<file path="src/rtl/seg_scan_decoder.sv">
// seg_scan_decoder: receive side of a 4-digit multiplexed 7-segment scan.
// Decodes active-low segment patterns back to BCD and assembles frames.
//
// Parameters:
//   SEG_LAG       cycles seg trails sel (0..3)
//   STABLE_FRAMES identical good frames before stable (1..15)
//   TIMEOUT       cycles allowed per frame before scan_stall (8..65535)
// Ports:
//   clk, rst      scan clock, synchronous active-high reset
//   sel[3:0]      one-hot select: 0001 tens, 0010 hundreds,
//                 0100 thousands, 1000 units
//   seg[6:0]      {a,b,c,d,e,f,g}, active-low
//   value_bcd     last committed frame {thou,hund,tens,units}
//   frame_valid   pulse when value_bcd updates
//   changed       pulse with frame_valid when the value differs
//   stable        value repeated for STABLE_FRAMES good frames
//   scan_stall    pulse on frame timeout
//   err_cnt       saturating count of rejected frames
//   value_bin     binary value, only when SEG_SCAN_BIN_EN is defined
module seg_scan_decoder #(
    parameter int SEG_LAG       = 1,
    parameter int STABLE_FRAMES = 4,
    parameter int TIMEOUT       = 64
) (
    input  logic        clk,
    input  logic        rst,
    input  logic [3:0]  sel,
    input  logic [6:0]  seg,
    output logic [15:0] value_bcd,
    output logic        frame_valid,
    output logic        changed,
    output logic        stable,
    output logic        scan_stall,
    output logic [7:0]  err_cnt
`ifdef SEG_SCAN_BIN_EN
    ,
    output logic [13:0] value_bin
`endif
);

    logic [3:0]  sel_d;
    logic [3:0]  digit;
    logic        digit_ok;
    logic        one_hot;
    logic [3:0]  mask, mask_n;
    logic        bad, bad_n;
    logic [15:0] tmo;
    logic [3:0]  scnt, scnt_n;
    logic [3:0]  s_th, s_hu, s_te, s_un;
    logic [3:0]  n_th, n_hu, n_te, n_un;
    logic [15:0] new_bcd;
    logic        done, open, expire;

    // Align sel with the segment bus, which the driver registers later.
    generate
        if (SEG_LAG == 0) begin : g_nolag
            assign sel_d = sel;
        end else begin : g_lag
            logic [3:0] dly [SEG_LAG];
            always_ff @(posedge clk) begin
                if (rst) begin
                    for (int i = 0; i < SEG_LAG; i++) dly[i] <= 4'd0;
                end else begin
                    dly[0] <= sel;
                    for (int i = 1; i < SEG_LAG; i++) dly[i] <= dly[i-1];
                end
            end
            assign sel_d = dly[SEG_LAG-1];
        end
    endgenerate

    always_comb begin
        digit    = 4'd0;
        digit_ok = 1'b1;
        unique case (seg)
            7'b0000001: digit = 4'd0;
            7'b1001111: digit = 4'd1;
            7'b0010010: digit = 4'd2;
            7'b0000110: digit = 4'd3;
            7'b1001100: digit = 4'd4;
            7'b0100100: digit = 4'd5;
            7'b0100000: digit = 4'd6;
            7'b0001111: digit = 4'd7;
            7'b0000000: digit = 4'd8;
            7'b0000100: digit = 4'd9;
            default:    digit_ok = 1'b0;
        endcase
    end

    assign one_hot = (sel_d != 4'd0) && ((sel_d & (sel_d - 4'd1)) == 4'd0);

    always_comb begin
        n_th = s_th;
        n_hu = s_hu;
        n_te = s_te;
        n_un = s_un;
        if (one_hot && digit_ok) begin
            unique case (1'b1)
                sel_d[0]: n_te = digit;
                sel_d[1]: n_hu = digit;
                sel_d[2]: n_th = digit;
                sel_d[3]: n_un = digit;
                default:  ;
            endcase
        end
    end

    // Completion and timeout both see the current sample.
    assign mask_n  = mask | (one_hot ? sel_d : 4'd0);
    assign bad_n   = bad | (one_hot & ~digit_ok);
    assign done    = (mask_n == 4'hF);
    assign open    = (mask_n != 4'd0) && !done;
    assign expire  = open && (tmo == 16'(TIMEOUT - 1));
    assign new_bcd = {n_th, n_hu, n_te, n_un};

    always_comb begin
        scnt_n = 4'd1;
        if (new_bcd == value_bcd) begin
            scnt_n = (scnt >= 4'(STABLE_FRAMES)) ? scnt : scnt + 4'd1;
        end
    end

`ifdef SEG_SCAN_BIN_EN
    logic [13:0] bin_n;
    assign bin_n = {10'd0, n_th} * 14'd1000 + {10'd0, n_hu} * 14'd100
                 + {10'd0, n_te} * 14'd10 + {10'd0, n_un};
`endif

    always_ff @(posedge clk) begin
        if (rst) begin
            value_bcd   <= 16'd0;
            frame_valid <= 1'b0;
            changed     <= 1'b0;
            stable      <= 1'b0;
            scan_stall  <= 1'b0;
            err_cnt     <= 8'd0;
            mask        <= 4'd0;
            bad         <= 1'b0;
            tmo         <= 16'd0;
            scnt        <= 4'd0;
            s_th        <= 4'd0;
            s_hu        <= 4'd0;
            s_te        <= 4'd0;
            s_un        <= 4'd0;
`ifdef SEG_SCAN_BIN_EN
            value_bin   <= 14'd0;
`endif
        end else begin
            frame_valid <= 1'b0;
            changed     <= 1'b0;
            scan_stall  <= 1'b0;
            s_th        <= n_th;
            s_hu        <= n_hu;
            s_te        <= n_te;
            s_un        <= n_un;
            if (done) begin
                mask <= 4'd0;
                bad  <= 1'b0;
                tmo  <= 16'd0;
                if (!bad_n) begin
                    value_bcd   <= new_bcd;
                    frame_valid <= 1'b1;
                    changed     <= (new_bcd != value_bcd);
                    scnt        <= scnt_n;
                    stable      <= (scnt_n >= 4'(STABLE_FRAMES));
`ifdef SEG_SCAN_BIN_EN
                    value_bin   <= bin_n;
`endif
                end else begin
                    err_cnt <= (err_cnt != 8'hFF) ? err_cnt + 8'd1 : err_cnt;
                    scnt    <= 4'd0;
                    stable  <= 1'b0;
                end
            end else if (expire) begin
                mask       <= 4'd0;
                bad        <= 1'b0;
                tmo        <= 16'd0;
                scan_stall <= 1'b1;
                scnt       <= 4'd0;
                stable     <= 1'b0;
            end else begin
                mask <= mask_n;
                bad  <= bad_n;
                tmo  <= open ? tmo + 16'd1 : tmo;
            end
        end
    end

endmodule

</file>
<file path="config.mk">
export PLATFORM = sky130hd
export DESIGN_NAME = seg_scan_decoder
export DESIGN_NICKNAME = d
export VERILOG_FILES = /design/src/rtl/seg_scan_decoder.sv
export SDC_FILE = /design/constraint.sdc
export NUM_CORES = 1
export LEC_CHECK = 0
export CAP_MARGIN = 0
export CORE_MARGIN = 2
export CORE_UTILIZATION = 45
export DETAILED_ROUTE_END_ITERATION = 6
export GPL_ROUTABILITY_DRIVEN = 0
export MAX_ROUTING_LAYER = met4
export PLACE_DENSITY_LB_ADDON = 0.15
export SLEW_MARGIN = 10
export SYNTH_ARGS = -nofsm -noshare
export SYNTH_HDL_FRONTEND = slang
export SYNTH_SLANG_ARGS = --single-unit
</file>
<file path="constraint.sdc">
create_clock -name clk -period 5.8 [get_ports clk]
set_clock_uncertainty 0.2 [all_clocks]
set_input_delay 0.58 -clock clk [delete_from_list [all_inputs] [get_ports clk]]
set_output_delay 0.58 -clock clk [all_outputs]
set_load 0.05 [all_outputs]
</file>
* Word-level counts from Yosys, hierarchy flattened
Memories as Yosys holds them, arrays and structs flattened.
Cells that the tools add are included.
** Storage, ports and cells
- ROM bits :: 0
- Memories :: 1
- Input bits :: 13
- Flip-flop bits (word level) :: 69
- Bits in writable memories :: 4
- Latch bits :: 0
** Operators by class
- Bitwise operators :: 7
- $lt $le $gt $ge :: 2
- Reduce and logical (&&, ||, !) cells :: 18
- Multiply operators :: 0
- Muxes and demuxes :: 26
- Shift operators :: 0
- Div/mod/pow operators :: 0
- Equality and inequality tests :: 14
- $add $sub $neg :: 4
** Memory list
- g_lag.dly :: words 1, width 4, read ports 1, clocked after memory_dff 0, wr ports 1, RTL line 59 : logic [3:0] dly [SEG_LAG];
** Operator list (count)
- 2-to-1 mux 4 bit :: 15
- one-hot mux 4 bit (9 select lines) :: 1
- adder 16 x 1 -> 16 bit, second input constant :: 1
- == test 16 bit :: 1
- == test 16 x 6 -> 1 bit, second input constant :: 1
- != test 16 bit :: 1
- == test 7 x 3 -> 1 bit, second input constant :: 2
- == test 7 x 6 -> 1 bit, second input constant :: 2
- == test 7 bit, second input constant :: 2
- 2-to-1 mux 1 bit :: 10
- OR reduction 10 bit :: 1
- adder 8 x 1 -> 8 bit, second input constant :: 1
- greater-or-equal comparator 4 x 3 -> 1 bit, second input constant :: 2
- != test 8 bit, second input constant :: 1
- nonzero test 4 bit :: 2
- == test 7 x 1 -> 1 bit, second input constant :: 1
- == test 7 x 4 -> 1 bit, second input constant :: 1
- == test 7 x 5 -> 1 bit, second input constant :: 1
- logical NOT 7 bit :: 1
- OR reduction 3 bit :: 2
- adder 4 x 1 -> 4 bit, second input constant :: 1
- AND 4 bit :: 1
- == test 4 bit, second input constant :: 1
- logical AND 1 bit :: 4
- other kinds (12) :: 15

* Longest topological paths before layout
- Word-level depth :: 12
- Gate-level depth with buffers :: 12

* Least setup slack after synthesis
OpenSTA, ideal clock, no wires.
- Kind :: input-to-reg
- From :: input port seg[4]
- To :: register scnt[1]
- Path buffers :: 1
- Data required time :: 5.541 ns
- Arrival time :: 3.484 ns
- Cell stages on the path :: 10
- Setup slack :: 2.057 ns
- Library setup time :: 0.059 ns
- Cell sequence :: buf_2 > or3b_2 > o22ai_1 > or2_2 > a211oi_1 > or4_1 > a2111o_1 > or4_4 > nor4_4 > a31o_1
** On the way
- Longest elaborated chain between the ends :: 9
** Ends and longest elaborated chain
- from (decl) :: RTL line 28 : input logic [6:0] seg,
- == test 7 x 3 -> 1 bit (tied with other cells) :: RTL line 75 : unique case (seg)
- OR reduction 10 bit (no source line)
- 2-to-1 mux 1 bit :: RTL line 75
- logical AND 1 bit :: RTL line 97 : if (one_hot && digit_ok) begin
- 2-to-1 mux 4 bit :: RTL line 97
- == test 16 bit :: RTL line 118 : if (new_bcd == value_bcd) begin
- 2-to-1 mux 4 bit :: RTL line 118
- 2-to-1 mux 4 bit (*) :: RTL line 160 : if (!bad_n) begin
- 2-to-1 mux 4 bit (*) :: RTL line 156 : if (done) begin
- to (signal assigned) :: RTL line 164 : scnt <= scnt_n;
- to (decl) :: RTL line 48 : logic [3:0] scnt, scnt_n;
Every way passes the cells marked *; elsewhere a longest branch is shown, timed or not.
A chain may end at the register's enable or synchronous reset.

* Worst setup path in the final report
- From :: input port seg[3]
- To :: register scnt[2]
The elaborated chain is that of the path after synthesis.

==> qor.csv <==
metric,value,unit
CP max-delay cell,clkdlybuf4s50_1,
P&R area growth vs syn,21.3,%
CTS resizes,0,
first-pass GRT wire length,12800,µm
CORE AREA,0.00733,mm²
Comb power frac,6.4,%
htree depth,3,
Net Sw Frac,22.0,%
clock-pin slew on the worst setup and hold paths,70,ps
dominant cell type by area after synthesis,dfxtp_1,
Netlist cell types,58,
NumNets Final,453,
Routed wire per std cell,14.1,µm
worst path cell trace,"clkdlybuf4s50_1, or4bb_1, o22ai_1, or2_2, a211oi_1, or4_1, a2111o_1, or4_4, nor4_1, o22a_1",
FF-to-FF setup slack,1960,ps
Iteration-0 DRC Markers,140,
Clock power frac,44.8,%
clk root buf,clkbuf_8,
Critical Path End Type,flip-flop,
CTS buffer count,9,
Die X,91.7,µm
max-slew violations,0,
clk sink count,73,
Clock Latency Late Sink,350,ps
worst-path fanout max,9,
most frequent cells in the layout,"nor2_1 (77), dfxtp_1 (73), clkdlybuf4s50_1 (40)",
Initial Util,47.2,%
RSZ-0062 raised after global routing,false,
CTS tree,yes,
DRT Pass-1 Iters,5,
Mapped Nets,411,
Post-CTS Hold Buffers,0,
proportion of layout cells with a drive suffix above 1,7.01,%
residual DRC count,0,
P_int,0.000824,W
antenna cells,0,
worst hold path endpoint,scnt[3],
Max Cap Viol,0,
final hold vios,0,
status,finished clean,
fin crit period,4170,ps
Clock Tree Buf Depth,2,
HPWL Detailed,5370,µm
hold crit path type,flip-flop to flip-flop,
Peak VDD IR,158,µV
WL final,7630,µm
CP arrival,4260,ps
Post-synth EDFFs,0,
DP Worst Slack,1310,ps
YS warnings,0,
Post-synth ARST share,0,%
"Avg Cell Area, Syn",8.75,µm²
worst setup slack after layout,1630,ps
Leak Pwr,1.53,nW
grt total ovfl,0,
final setup vio count,0,
Fin Setup TNS,0,ps
hold depth,1,
Fillers,662,
die area,0.00840,mm²
NetSw,0.000232,W
Die Ht,91.7,µm
WP data required,5890,ps
"most common cell after layout, fill and taps aside",nor2_1,
ys flop type,dfxtp_1,
routed vias,2927,
pin count of the biggest net entering global routing,49,
gr usage total,19.4,%
via/cell ratio,5.41,
worst flop-to-flop path endpoint,scnt[2],
Synth Register Bits,73,
pin slew with the least headroom to its limit,1180,ps
Tcrit/Tclk final,72.0,%
Synth top area share,42.3,%
postcts setup bufs,0,
CP peak stage delay,610,ps
Post-Syn Area,0.00346,mm²
hold_sp,scnt[3],
antenna violations before repair,0,
IO buf count,40,
Worst Setup Path Type,input pin to flip-flop,
CP Launch Type,input pin,
Reg power frac,48.8,%
post-synthesis cell count,395,
vias in the first global route,2712,
Ports,41,
ranking of synthesized cells by area,"dfxtp_1 (42%), nor2_1 (8.4%), xor2_1 (5.1%)",
Power per Cell Area,252,mW/mm²
r2r worst-path depth,7,
DRT antenna net count,0,
FMAX,0.240,GHz
sequential share of the synthesized area,42.3,%
slew margin rel.,20.4,%
reg2reg start,g_lag.dly[0][2],
# rows,31,
[cell usage after synthesis, types with 4 or more instances]
| master | instances |
|---|---|
| or3_1 | 7 |
| a211oi_1 | 16 |
| inv_1 | 4 |
| a22oi_1 | 8 |
| nand2_1 | 19 |
| mux2i_1 | 8 |
| nand4_1 | 6 |
| buf_2 | 4 |
| nand3_1 | 7 |
| o21ai_0 | 17 |
| nor3_1 | 7 |
| nor4_1 | 4 |
| nor4b_1 | 4 |
| and3_1 | 4 |
| xor2_1 | 20 |
| xnor2_1 | 13 |
| or4_1 | 4 |
| nor2_1 | 77 |
| clkbuf_1 | 10 |
| a21oi_1 | 12 |
| nand3b_1 | 5 |
| nor2b_1 | 9 |
| dfxtp_1 | 73 |
| nand2b_1 | 5 |
[through the flow]
| stage | utilization, % | total power [W] | cells | hold slack (ps) | cell area [µm²] |
|---|---|---|---|---|---|
| after CTS | 57.2 | 0.00107 | 541 | 283 | 4190 |
| after global routing | 57.2 | 0.00109 | 541 | 320 | 4190 |
| final | 57.2 | 0.00106 | 541 | 281 | 4190 |
| after detailed placement | 54.0 | 0.000595 | 525 | 274 | 3960 |
| after floorplan | - | 0.000571 | 395 | 254 | 3460 |
| after global placement | 54.0 | 0.000593 | 525 | 267 | 3960 |
[layer usage]
metal,track usage (%),wire [µm]
met1,24.6,3610
met5,-,0
met3,5.34,345
met4,4.29,45
met2,31.0,3630
[cell families (layout without fill, tap and decap cells)]
kind of cell | count (synthesis) | count (layout) | synth area share, %
adder cells (fa/ha/maj) | 3 | 3 | 1.09
XOR/XNOR | 33 | 33 | 8.36
buffers and inverters | 19 | 66 | 2.42
AND/OR/NAND/NOR | 180 | 180 | 28.2
AO/OA/AOI/OAI | 79 | 79 | 15.4
flip-flops | 73 | 73 | 42.3
multiplexers | 8 | 8 | 2.32
[worst max path at each step]
stage                start  endpoint  slack, ps  cells past startpoint
finish              seg[3]   scnt[2]       1630                     10
global route        seg[3]   scnt[2]       1410                     10
floorplan           seg[4]   scnt[1]       2060                     10
detailed placement  seg[3]   scnt[2]       1310                     10
CTS                 seg[5]   scnt[2]       1680                     10
global placement    seg[5]   scnt[1]       1410                     10
[area by class of cell]
type,count,area [µm²],area share [%]
Clock buffer,11,131,3.13
Clock inverter,5,104,2.48
Inverter,4,15.0,0.358
Multi-Input combinational cell,303,1910,45.6
Sequential cell,73,1460,34.9
Tap cell,99,124,2.95
Timing Repair Buffer,46,445,10.6
[registers in the layout, summed over array words and instances (netlist names)]
signal	count
bad	1
changed	1
err_cnt	8
frame_valid	1
g_lag.dly	4
mask	4
s_hu	4
s_te	4
s_th	4
s_un	4
scan_stall	1
scnt	4
stable	1
tmo	16
value_bcd	16
[worst max-delay path: cells and delay by family]
kind / cells / cell delay [ps]
simple gates: 5 / 2100
compound gates: 4 / 970
buf+inv: 1 / 610
[power by group through the flow]
stage,Clock [W],Combinational [W],Sequential (W)
after global routing,0.000502,0.0000748,0.000517
after floorplan,0,0.0000457,0.000526
after CTS,0.000485,0.0000675,0.000516
after global placement,0,0.0000653,0.000527
final,0.000473,0.0000675,0.000516
after detailed placement,0,0.0000671,0.000528
Power figures use the tool's default switching activity.
